## src/rtl/rr_arbiter_fsm_pkg.sv

```systemverilog
// Shared definitions for the round-robin arbiter.
//   state_t      : FSM state encoding (2'b11 is illegal, recovers to IDLE)
//   HOLD_MAX_DEF : default maximum grant hold, in cycles
//   CNT_W        : hold counter width
package rr_arbiter_fsm_pkg;

  typedef enum logic [1:0] {
    ST_IDLE    = 2'b00,
    ST_GRANT   = 2'b01,
    ST_RELEASE = 2'b10
  } state_t;

  localparam int HOLD_MAX_DEF = 8;
  localparam int CNT_W        = 4;

endpackage

```

## src/rtl/rr_arbiter_fsm_if.sv

```systemverilog
// Requester-side handshake bundle for rr_arbiter_fsm.
//   req     : per-requester level request
//   done    : single-cycle completion pulse from the current holder
//   gnt     : one-hot registered grant
//   gnt_id  : index of current/last grantee
//   busy    : grant active
//   timeout : one-cycle pulse on forced release
// master = requester side, slave = arbiter side.
interface rr_arbiter_fsm_if
  import rr_arbiter_fsm_pkg::*;
#(
  parameter int N   = 4,
  parameter int IDW = 2
);
  logic [N-1:0]   req;
  logic           done;
  logic [N-1:0]   gnt;
  logic [IDW-1:0] gnt_id;
  logic           busy;
  logic           timeout;

  modport master (output req, done, input gnt, gnt_id, busy, timeout);
  modport slave  (input req, done, output gnt, gnt_id, busy, timeout);
endinterface

```

## src/rtl/rr_arbiter_fsm_pick.sv

```systemverilog
// rr_pick: rotate-and-priority-encode. Returns the first set bit of req
// searching ptr, ptr+1, ... wrapping modulo N.
//   req  : request vector
//   ptr  : starting index (assumed < N)
//   pick : selected index (0 when any=0)
//   any  : at least one request set
module rr_pick
  import rr_arbiter_fsm_pkg::*;
#(
  parameter int N   = 4,
  parameter int IDW = 2
) (
  input  logic [N-1:0]   req,
  input  logic [IDW-1:0] ptr,
  output logic [IDW-1:0] pick,
  output logic           any
);

  logic [IDW-1:0] idx;

  // Walk offsets from farthest to nearest so the nearest set bit wins.
  always_comb begin
    pick = '0;
    idx  = '0;
    any  = |req;
    for (int i = N - 1; i >= 0; i--) begin
      idx = IDW'((int'(ptr) + i) % N);
      if (req[idx]) pick = idx;
    end
  end

endmodule

```

## src/rtl/rr_arbiter_fsm.sv

```systemverilog
// Round-robin arbiter sharing one resource among N requesters with a
// req/gnt/done handshake and a bounded hold time.
//   C   : clock, rising edge
//   R   : asynchronous active-high reset
//   bus : handshake bundle (slave side); all outputs registered
module rr_arbiter_fsm
  import rr_arbiter_fsm_pkg::*;
#(
  parameter int N        = 4,
  parameter int HOLD_MAX = HOLD_MAX_DEF,
  parameter int IDW      = 2
) (
  input  logic           C,
  input  logic           R,
  rr_arbiter_fsm_if.slave bus
);

  state_t             state_q, state_d;
  logic [N-1:0]       gnt_q, gnt_d;
  logic [IDW-1:0]     gnt_id_q, gnt_id_d;
  logic               busy_q, busy_d;
  logic               timeout_q, timeout_d;
  logic [IDW-1:0]     ptr_q, ptr_d;
  logic [CNT_W-1:0]   hold_q, hold_d;

  logic [IDW-1:0]     pick;
  logic               any;
  logic               rel_done, rel_wd, rel_to;

  rr_pick #(.N(N), .IDW(IDW)) u_pick (
    .req  (bus.req),
    .ptr  (ptr_q),
    .pick (pick),
    .any  (any)
  );

  assign rel_done = bus.done;
  assign rel_wd   = ~bus.req[gnt_id_q];
  assign rel_to   = (hold_q == CNT_W'(HOLD_MAX - 1));

  always_comb begin
    state_d   = state_q;
    gnt_d     = gnt_q;
    gnt_id_d  = gnt_id_q;
    busy_d    = busy_q;
    timeout_d = 1'b0;
    ptr_d     = ptr_q;
    hold_d    = hold_q;
    unique case (state_q)
      ST_IDLE: begin
        if (any) begin
          gnt_d    = N'(1) << pick;
          gnt_id_d = pick;
          busy_d   = 1'b1;
          hold_d   = '0;
          state_d  = ST_GRANT;
        end else begin
          gnt_d  = '0;
          busy_d = 1'b0;
        end
      end
      ST_GRANT: begin
        if (rel_done || rel_wd || rel_to) begin
          gnt_d     = '0;
          busy_d    = 1'b0;
          ptr_d     = (gnt_id_q == IDW'(N - 1)) ? '0 : gnt_id_q + 1'b1;
          // Forced release is only flagged when nothing else explains it.
          timeout_d = rel_to & ~rel_done & ~rel_wd;
          state_d   = ST_RELEASE;
        end else begin
          hold_d = (hold_q == '1) ? hold_q : hold_q + 1'b1;
        end
      end
      ST_RELEASE: begin
        // Dead cycle: keeps grants from landing on adjacent cycles.
        gnt_d   = '0;
        busy_d  = 1'b0;
        state_d = ST_IDLE;
      end
      default: begin
        gnt_d    = '0;
        gnt_id_d = '0;
        busy_d   = 1'b0;
        hold_d   = '0;
        state_d  = ST_IDLE;
      end
    endcase
  end

  always_ff @(posedge C or posedge R) begin
    if (R) begin
      state_q   <= ST_IDLE;
      gnt_q     <= '0;
      gnt_id_q  <= '0;
      busy_q    <= 1'b0;
      timeout_q <= 1'b0;
      ptr_q     <= '0;
      hold_q    <= '0;
    end else begin
      state_q   <= state_d;
      gnt_q     <= gnt_d;
      gnt_id_q  <= gnt_id_d;
      busy_q    <= busy_d;
      timeout_q <= timeout_d;
      ptr_q     <= ptr_d;
      hold_q    <= hold_d;
    end
  end

  assign bus.gnt     = gnt_q;
  assign bus.gnt_id  = gnt_id_q;
  assign bus.busy    = busy_q;
  assign bus.timeout = timeout_q;

endmodule
```

## src/flat_wrapper.sv

```systemverilog
// flat-port wrapper written by rule: the top's interface ports become plain ports
module rr_arbiter_fsm_flat import rr_arbiter_fsm_pkg::*;
#(
  parameter int N        = 4,
  parameter int HOLD_MAX = HOLD_MAX_DEF,
  parameter int IDW      = 2
)
  (C, R, bus_req, bus_done, bus_gnt, bus_gnt_id, bus_busy, bus_timeout);
  rr_arbiter_fsm_if #(.N(N), .IDW(IDW)) bus_i ();
  input  logic C;
  input  logic R;
  input wire logic [$bits(bus_i.req)-1:0] bus_req;
  input wire logic [$bits(bus_i.done)-1:0] bus_done;
  output wire logic [$bits(bus_i.gnt)-1:0] bus_gnt;
  output wire logic [$bits(bus_i.gnt_id)-1:0] bus_gnt_id;
  output wire logic [$bits(bus_i.busy)-1:0] bus_busy;
  output wire logic [$bits(bus_i.timeout)-1:0] bus_timeout;
  assign bus_i.req = bus_req;
  assign bus_i.done = bus_done;
  assign bus_gnt = bus_i.gnt;
  assign bus_gnt_id = bus_i.gnt_id;
  assign bus_busy = bus_i.busy;
  assign bus_timeout = bus_i.timeout;
  rr_arbiter_fsm #(.N(N), .HOLD_MAX(HOLD_MAX), .IDW(IDW)) u_core (.C(C), .R(R), .bus(bus_i));
endmodule
```

## config.mk

```make
export PLATFORM = sky130hd
export DESIGN_NAME = rr_arbiter_fsm_flat
export DESIGN_NICKNAME = d
export VERILOG_FILES = /design/src/rtl/rr_arbiter_fsm_pkg.sv /design/src/rtl/rr_arbiter_fsm_if.sv /design/src/rtl/rr_arbiter_fsm_pick.sv /design/src/rtl/rr_arbiter_fsm.sv /design/src/flat_wrapper.sv
export SDC_FILE = /design/constraint.sdc
export NUM_CORES = 1
export LEC_CHECK = 0
export ABC_AREA = 1
export ABC_CLOCK_PERIOD_IN_PS = 1300
export CAP_MARGIN = 20
export CORE_AREA = 2 2 56 53
export CTS_BUF_LIST = sky130_fd_sc_hd__clkbuf_2 sky130_fd_sc_hd__clkbuf_4 sky130_fd_sc_hd__clkbuf_8
export DETAILED_ROUTE_END_ITERATION = 16
export DIE_AREA = 0 0 58 55
export GPL_TIMING_DRIVEN = 0
export HOLD_SLACK_MARGIN = 0.15
export PLACE_DENSITY = 0.68
export SKIP_CTS_REPAIR_TIMING = 1
export SLEW_MARGIN = 20
export SYNTH_ARGS = -nofsm -noshare
export SYNTH_HDL_FRONTEND = slang
export SYNTH_HIERARCHICAL = 1
export SYNTH_SLANG_ARGS = --single-unit
```

## constraint.sdc

```tcl
create_clock -name C -period 1.3 [get_ports C]
set_input_delay 0.26 -clock C [delete_from_list [all_inputs] [get_ports C]]
set_output_delay 0.26 -clock C [all_outputs]
set_load 0.005 [all_outputs]
```

==> out/results.txt <==
Status -> complete, but fails checks
Failing checks -> negative setup slack
Port buffer count -> 14
Crit start category -> register
# diodes -> 0
Final setup viols -> 16
DRT Wirelength -> 2740 um
ANT nets after route -> 0
Post-synth top area share -> 0.358
Pin count of the biggest net entering global routing -> 17
Die X-Extent -> 58 um
Ys Warns -> 6
Post-DP HPWL -> 1800 um
Worst relative slew slack -> 0.583
Final nets -> 206
CTS tree -> built
GRT overflow -> 0
Setup WS post-layout -> -331 ps
Initial antenna violation count -> 0
IO Count -> 15
Crit path top cell by count -> nand2_2
LEAKAGE -> 0.974 nW
DRC viols -> 0
Pwr/cell area -> 2130 nW/um2
R2R Setup Slk -> -330 ps
Area Overhead vs Synth -> 44.7%
Starting Density -> 0.428
Final core occ -> 0.620
Vias per cell -> 5.07
Min-delay worst type -> in2async
Max frequency -> 0.613 GHz
Mean Syn Cell Area -> 7.04 um2
Drt initial violations -> 55
Switching Share -> 0.477
Sw Pwr -> 1.64 mW
Critical path arrival -> 1810 ps
Yosys cell types -> 20
Finished Layout Cells -> 222
RSZ-0062 raised after global routing -> yes
Slew Viols, Final -> 0
Gpl congestion -> 0.816
Deepest clock path buffer count -> 2
Placed insts -> 203
Slowest cell on crit path -> dfrtp_2
Detailed-route via count -> 1125
Total core area -> 2610 um2
Die area -> 3190 um2
Min cycle time layout -> 1630 ps
Worst path cell trace -> buf_6 > nand2_4 > nand2_2 > nand2_2 > nand2_2 > nand2_2 > nand2_1 > nand2_1 > nand2_1 > inv_2 > inv_2 > o32ai_2
Max_cap viols -> 0
Fin crit share -> 1.25
Critical Path Source -> u_core/ptr_q[0]
Fill count -> 222
Peak supply drop -> 1.21 mV
Post-synthesis sequential area ratio -> 0.358
Reg2reg start -> u_core/ptr_q[0]
Drt first pass iters -> 4
Worst-Margin Slew -> 625 ps
Total CTS buffers -> 3
Hold WS -> 342 ps
Worst setup EP type -> register
WL per Instance -> 12.4 um
Clock network power share -> 0.096
Synth area leader -> dfrtp_1
Clk_skew -> 10.6 ps
Post-Syn Nets -> 172
Required time worst endpoint -> 1480 ps
Clock latency on the worst-skew pair -> 290 ps
Sinks on the clock net -> 16
Row count -> 18
Layout cells sized above 1 -> 0.391
Post-synthesis register bit count -> 16
First-pass GRT wire length -> 3690 um
Final Hold Fails -> 0
Mapped Cells -> 159
Setup TNS -> -2350 ps
CP max stage delay -> 480 ps
Setup CP Type -> reg2reg
Total track usage -> 0.153
Post-Synthesis Cell Area -> 1120 um2
CTS clk-pin slew, worst paths -> 100 ps
Synth area leaders -> dfrtp_1 36%, nand2_1 20%, nand3_1 8.9%
Part of the power in registers -> 0.245
Number of global-route vias before repair -> 896
Int Pwr -> 1.80 mW
CTS Root Cell -> clkbuf_4
Comb pwr share -> 0.659
Die H -> 55 um
Dpl ws -> -588 ps
CP max FO -> 7
H-tree depth -> 1
[stage by stage]
stage	cell area [um2]	total power, mW
after floorplan	1150	2.03
after global placement	1320	2.37
after detailed placement	1320	2.44
after CTS	1360	2.78
after global routing	1620	3.71
final	1620	3.45
[power groups by stage]
stage	Combinational (mW)	Sequential, mW	Clock [mW]
after global placement	1.56	0.807	0
after detailed placement	1.62	0.818	0
after CTS	1.63	0.809	0.345
after global routing	2.49	0.864	0.361
final	2.27	0.845	0.331
after floorplan	1.24	0.787	0
[worst paths after layout]
kind	cells after the start	endpoint
max	12	u_core/bus.gnt_id[0]
min	2	u_core/hold_q[0]
max in group asynchronous	2	u_core/ptr_q[0]
max reg2reg	12	u_core/bus.gnt_id[0]
min reg2reg	2	u_core/hold_q[3]
min in group C	7	u_core/bus.timeout
[critical path: cells and delay by family, from the launching register on]
family	cells	cell delay (ps)
simple gates	8	450
flops	1	480
compound gates	1	300
buf+inv	3	300
[cell usage after synthesis]
cell type / count
nand2_4: 2
o32ai_1: 2
inv_2: 4
nand2_2: 3
inv_1: 24
nand4_1: 2
ha_1: 6
nor2_1: 9
nand3_4: 1
o21ai_1: 1
nor2_4: 1
xor2_1: 1
or2_2: 1
nand3_1: 20
nor3_1: 1
dfrtp_1: 16
nand2_1: 59
nand3_2: 1
nor3_4: 2
o21ai_0: 3
[area by class of cell]
type	count	area [um2]	area share
multi-input cells	116	761	0.470
flip-flops and latches	16	403	0.249
repair buffers	28	269	0.166
inverters	28	113	0.0696
well taps	30	37.5	0.0232
clock buffers	4	36.3	0.0224
[placed cells by master, fill, tap and decap left out, drive strengths merged]
cell type      instances
nand2                 65
inv                   28
nand3                 22
dfrtp                 16
buf                   14
nor2                  10
dlymetal6s2s           8
clkdlybuf4s50          6
ha                     6
clkbuf                 4
o21ai                  4
nor3                   3
nand4                  2
o32ai                  2
or2                    1
xor2                   1
[flip-flops by register name, indices dropped and copies added, names as in the netlist]
register / count
u_core/bus.gnt_id: 2
u_core/bus.gnt: 4
u_core/bus.busy: 1
u_core/hold_q: 4
u_core/state_q: 2
u_core/bus.timeout: 1
u_core/ptr_q: 2
[per-layer routing]
metal  global-route usage  share of wire  vias up
met5                    0              0        -
met4               0.0116          0.026        0
met3               0.0419          0.051        8
met2                0.267           0.49       24
met1                0.199           0.43      520
li1                     -              -      573
[logic make-up after synthesis]
| group | after synthesis | synth area share |
|---|---|---|
| flip-flops | 16 | 0.358 |
| buffers and inverters | 28 | 0.0940 |
| AND/OR/NAND/NOR | 102 | 0.440 |
| AO/OA/AOI/OAI | 6 | 0.0336 |
| XOR/XNOR | 1 | 0.00783 |
| adder cells (fa/ha/maj) | 6 | 0.0671 |
Note: power is estimated with default switching activity, not from simulation.
==> variant 1: new RTL, same settings <==
`N` is set to 4 in 4 places; all go to 6.
--- a/src/rtl/rr_arbiter_fsm_if.sv
+++ b/src/rtl/rr_arbiter_fsm_if.sv
@@ -9,7 +9,7 @@
 interface rr_arbiter_fsm_if
   import rr_arbiter_fsm_pkg::*;
 #(
-  parameter int N   = 4,
+  parameter int N   = 6,
   parameter int IDW = 2
 );
   logic [N-1:0]   req;
--- a/src/rtl/rr_arbiter_fsm_pick.sv
+++ b/src/rtl/rr_arbiter_fsm_pick.sv
@@ -7,7 +7,7 @@
 module rr_pick
   import rr_arbiter_fsm_pkg::*;
 #(
-  parameter int N   = 4,
+  parameter int N   = 6,
   parameter int IDW = 2
 ) (
   input  logic [N-1:0]   req,
--- a/src/rtl/rr_arbiter_fsm.sv
+++ b/src/rtl/rr_arbiter_fsm.sv
@@ -6,7 +6,7 @@
 module rr_arbiter_fsm
   import rr_arbiter_fsm_pkg::*;
 #(
-  parameter int N        = 4,
+  parameter int N        = 6,
   parameter int HOLD_MAX = HOLD_MAX_DEF,
   parameter int IDW      = 2
 ) (
--- a/src/flat_wrapper.sv
+++ b/src/flat_wrapper.sv
@@ -1,7 +1,7 @@
 // flat-port wrapper written by rule: the top's interface ports become plain ports
 module rr_arbiter_fsm_flat import rr_arbiter_fsm_pkg::*;
 #(
-  parameter int N        = 4,
+  parameter int N        = 6,
   parameter int HOLD_MAX = HOLD_MAX_DEF,
   parameter int IDW      = 2
 )
Ports: changed (resized bus_gnt and bus_req); port bits go from 15 to 19. No check against the original RTL was run, so the function may have changed too.
==> variant 1 against the unedited design <==
  * The flow still finishes with violations (setup timing)
  * Setup slack worse by 0.12 ns
  * Total power rose by 11%
  * Cell count increased by 12%
  * Count of clock-buffer cells in the layout stayed put
  * Combinational power is 15% higher
  * Final area increased by 10%
  * Wire length increased by 5.4%
  * Synthesized area is 8.8% higher
  * Sequential power grew 1%
  * Sequential cell count stayed put
  * Synthesized cell count grew 14%
==> variant 1: results <==
routing:
  drt-total-wl_um: 2890
status:
  violations: "setup timing"
  status: "finished, violations left"
cells_and_area:
  n_all_buffers: 32
  clock_area_share_pct: 2.04
  buffer_area_share_pct: 17.1
  regArea_um2: 404
  multi_input_area_um2: 866
  layout.cells.non_filler: 248
  nMultiInputCombCells: 132
  fillers: 223
global_route:
  grt_pass1_wl_um: 4290
  grt_use_met3_pct: 4.88
  grt_usage_pct: 17.8
  grt_pass1_vias: 1010
  gr-usage-met2_pct: 29.4
synth:
  yosys-top-cells-count: "64 x nand2_1, 31 x inv_1, 22 x nand3_1"
  synthDistinctLibCells: 23
  synth_area_leaders: "dfrtp_1 33%, nand2_1 20%, inv_1 9.6%"
  synth_cells: 182
setup_path:
  cp_max_fo: 8
  cp_top_family: "simple AND/OR/NAND/NOR gates"
  endpoint: "u_core/bus.gnt[0]$_DFFE_PP0P_"
place:
  place_area_um2: 1480
  portBuffers: 16
timing:
  setup_viol: 13
  worst_slack_ns: -0.453
  finClkSkew_ns: 0.00256
  hold_ws_ns: 0.339
power:
  power.leakage_nw: 1.07
  power_density_nw_per_um2: 2140
-- variant 1: worst register-to-register path, stage by stage, from the launching register on --
cell and delay (ns):
dfrtp_2 0.49, inv_4 0.09, ha_4 0.17, o21ai_0 0.21, nand2_1 0.10, inv_1 0.08
nand2_1 0.05, nand2_1 0.05, nand2_1 0.05, nand2_1 0.06, nand2_2 0.08, nor2_1 0.10
nand3_1 0.08, nand2_1 0.09
-- variant 1: routing by layer --
layer,wire length [um],up-vias
met5,0,-
met4,0,0
met3,123,0
met2,1420,22
met1,1350,550
li1,-,636
-- variant 1: power breakdown --
group          switching, mW  internal (mW)  total (mW)
clock network          0.170          0.171       0.340
registers              0.187          0.670       0.857
logic                   1.50           1.12        2.62
-- variant 1: cell families (layout without fill, tap and decap cells) --
family	count (synthesis)	count (layout)	synth area share, %
and+or+nand+nor	112	113	42.2
buffers and inverters	36	70	11.7
DFF	16	16	32.9
adders and majority gates	8	8	8.22
AOI/OAI and AO/OA	8	8	3.90
other	1	2	0.308
xor gates and xnor gates	1	1	0.720
==> variant 2: new RTL, same flow settings <==
Without the edit above. `hold_q` no longer has a reset.
--- a/src/rtl/rr_arbiter_fsm.sv
+++ b/src/rtl/rr_arbiter_fsm.sv
@@ -95,7 +95,6 @@
       busy_q    <= 1'b0;
       timeout_q <= 1'b0;
       ptr_q     <= '0;
-      hold_q    <= '0;
     end else begin
       state_q   <= state_d;
       gnt_q     <= gnt_d;
@@ -103,8 +102,11 @@
       busy_q    <= busy_d;
       timeout_q <= timeout_d;
       ptr_q     <= ptr_d;
-      hold_q    <= hold_d;
     end
+  end
+
+  always_ff @(posedge C) begin
+    hold_q <= hold_d;
   end
 
   assign bus.gnt     = gnt_q;
Formal check against the unedited RTL: no difference found for any inputs over 4 cycles, from zero or initial values; that may be too few to reach the edited logic, so the function may still have changed.
==> variant 2 against the unedited design <==
  * The run still ends with setup timing left
  * Final area shrank 5.4%
  * Sequential cell count is the same
  * Critical path depth grew 2
  * First-iteration DRC count shrank 33%
  * Wire length shrank 6.6%
  * Total power shrank 3.1%
  * Synthesized area shrank 6.4%
  * Setup slack gained 0.096 ns
  * Global-route usage grew 0.12 points
  * Critical path type unchanged
  * Largest cell class unchanged
  * Largest power group unchanged
==> variant 2: results <==
status:
  status: "finished, violations left"
  violations: "setup timing"
routing:
  wl_per_cell_um: 12.0
  vias: 1061
  drc: 0
  firstDrtPassIters: 4
  drt-total-wl_um: 2560
  drtIter0Drc: 37
power:
  netSwitchingPower_mw: 1.56
  power.leakage_nw: 0.933
  vdd_ir_drop_max_v: 0.00150
cells_and_area:
  fillers: 229
  nNetsFinal: 198
  drive_above_1_share_pct: 37.0
  diodes: 0
  area_delta_synth_final_pct: 46.2
timing:
  setup_viol: 13
  finClkSkew_ns: 0.00696
  worst_slack_ns: -0.235
  setup_tns_ns: -2.05
  relSlewSlack_pct: 68.7
synth:
  synth-edff-count: 4
  synth_cells: 150
  syn_nets: 163
  synthDistinctLibCells: 20
  yosys-top-cells-count: "59 x nand2_1, 24 x inv_1, 15 x nand3_1"
  synth_seq_area_share_pct: 40.1
  synth-async-reset-ratio_pct: 75.0
  synth_area_leaders: "dfrtp_1 29%, nand2_1 21%, edfxtp_1 11%"
place:
  preCtsSetupSlack_ns: -0.492
  place_area_um2: 1260
  dpl.hpwl_um: 1640
  place.gp.congestion: 0.804
  dp_cells: 194
cts:
  insertion_delay_ns: 0.29
  numCtsBuffers: 3
setup_path:
  cp_top_family: "simple AND/OR/NAND/NOR gates"
  cp_max_fo: 7
  cp.arrival_ns: 1.76
global_route:
  grt_usage_pct: 15.4
  grt_pass1_vias: 909
  grt_max_degree: 13
==> variant 2: cells by family (layout without fill, tap and decap cells) <==
group / count (synthesis) / count (layout) / share of synthesized area, %
DFF: 16 / 16 / 40.1
buffers and inverters: 28 / 62 / 10.2
adders and majority gates: 6 / 6 / 7.17
AOI/OAI and AO/OA: 7 / 7 / 3.82
and+or+nand+nor: 93 / 93 / 38.7
==> variant 2: power by group through the flow <==
stage,sequential (mW),combinational [mW],clock (mW)
final,0.929,2.14,0.270
after global routing,0.953,2.40,0.306
after CTS,0.903,1.57,0.287
after detailed placement,0.912,1.57,0
after global placement,0.905,1.51,0
after floorplan,0.884,1.19,0
==> variant 2: per-layer routing <==
| layer | wire, um | track usage [%] | vias to the layer above | part of all wire (%) |
|---|---|---|---|---|
| met5 | 0 | 0 | - | 0 |
| met4 | 57 | 7.36 | 0 | 2.2 |
| met3 | 90 | 3.02 | 6 | 3.5 |
| met2 | 1330 | 25.9 | 26 | 52 |
| met1 | 1090 | 19.3 | 490 | 42 |
| li1 | - | - | 539 | - |
==> variant 2: area by class of cell <==
type	count	area share, %
inverters	28	7.27
repair buffers	30	18.8
flip-flops and latches	16	27.7
clock inverters	1	0.245
multi-input cells	106	42.1
well taps	30	2.45
clock buffers	3	1.47
==> variant 2: path summary, 6_finish.rpt <==
path	start	endpoint	slack [ns]	cells past startpoint
max in group asynchronous	R	u_core/ptr_q[0]$_DFFE_PP0P_	0.69	2
worst min register to register	u_core/bus.gnt[2]$_DFFE_PP0P_	u_core/bus.gnt[2]$_DFFE_PP0P_	0.47	2
worst min-delay path	R	u_core/state_q[1]$_DFFE_PP0P_	0.27	2
worst max register to register	u_core/ptr_q[0]$_DFFE_PP0P_	u_core/bus.gnt[1]$_DFFE_PP0P_	-0.23	14
min in group C	u_core/bus.gnt[2]$_DFFE_PP0P_	u_core/bus.gnt[2]$_DFFE_PP0P_	0.47	2
worst max-delay path	u_core/ptr_q[0]$_DFFE_PP0P_	u_core/bus.gnt[1]$_DFFE_PP0P_	-0.23	14
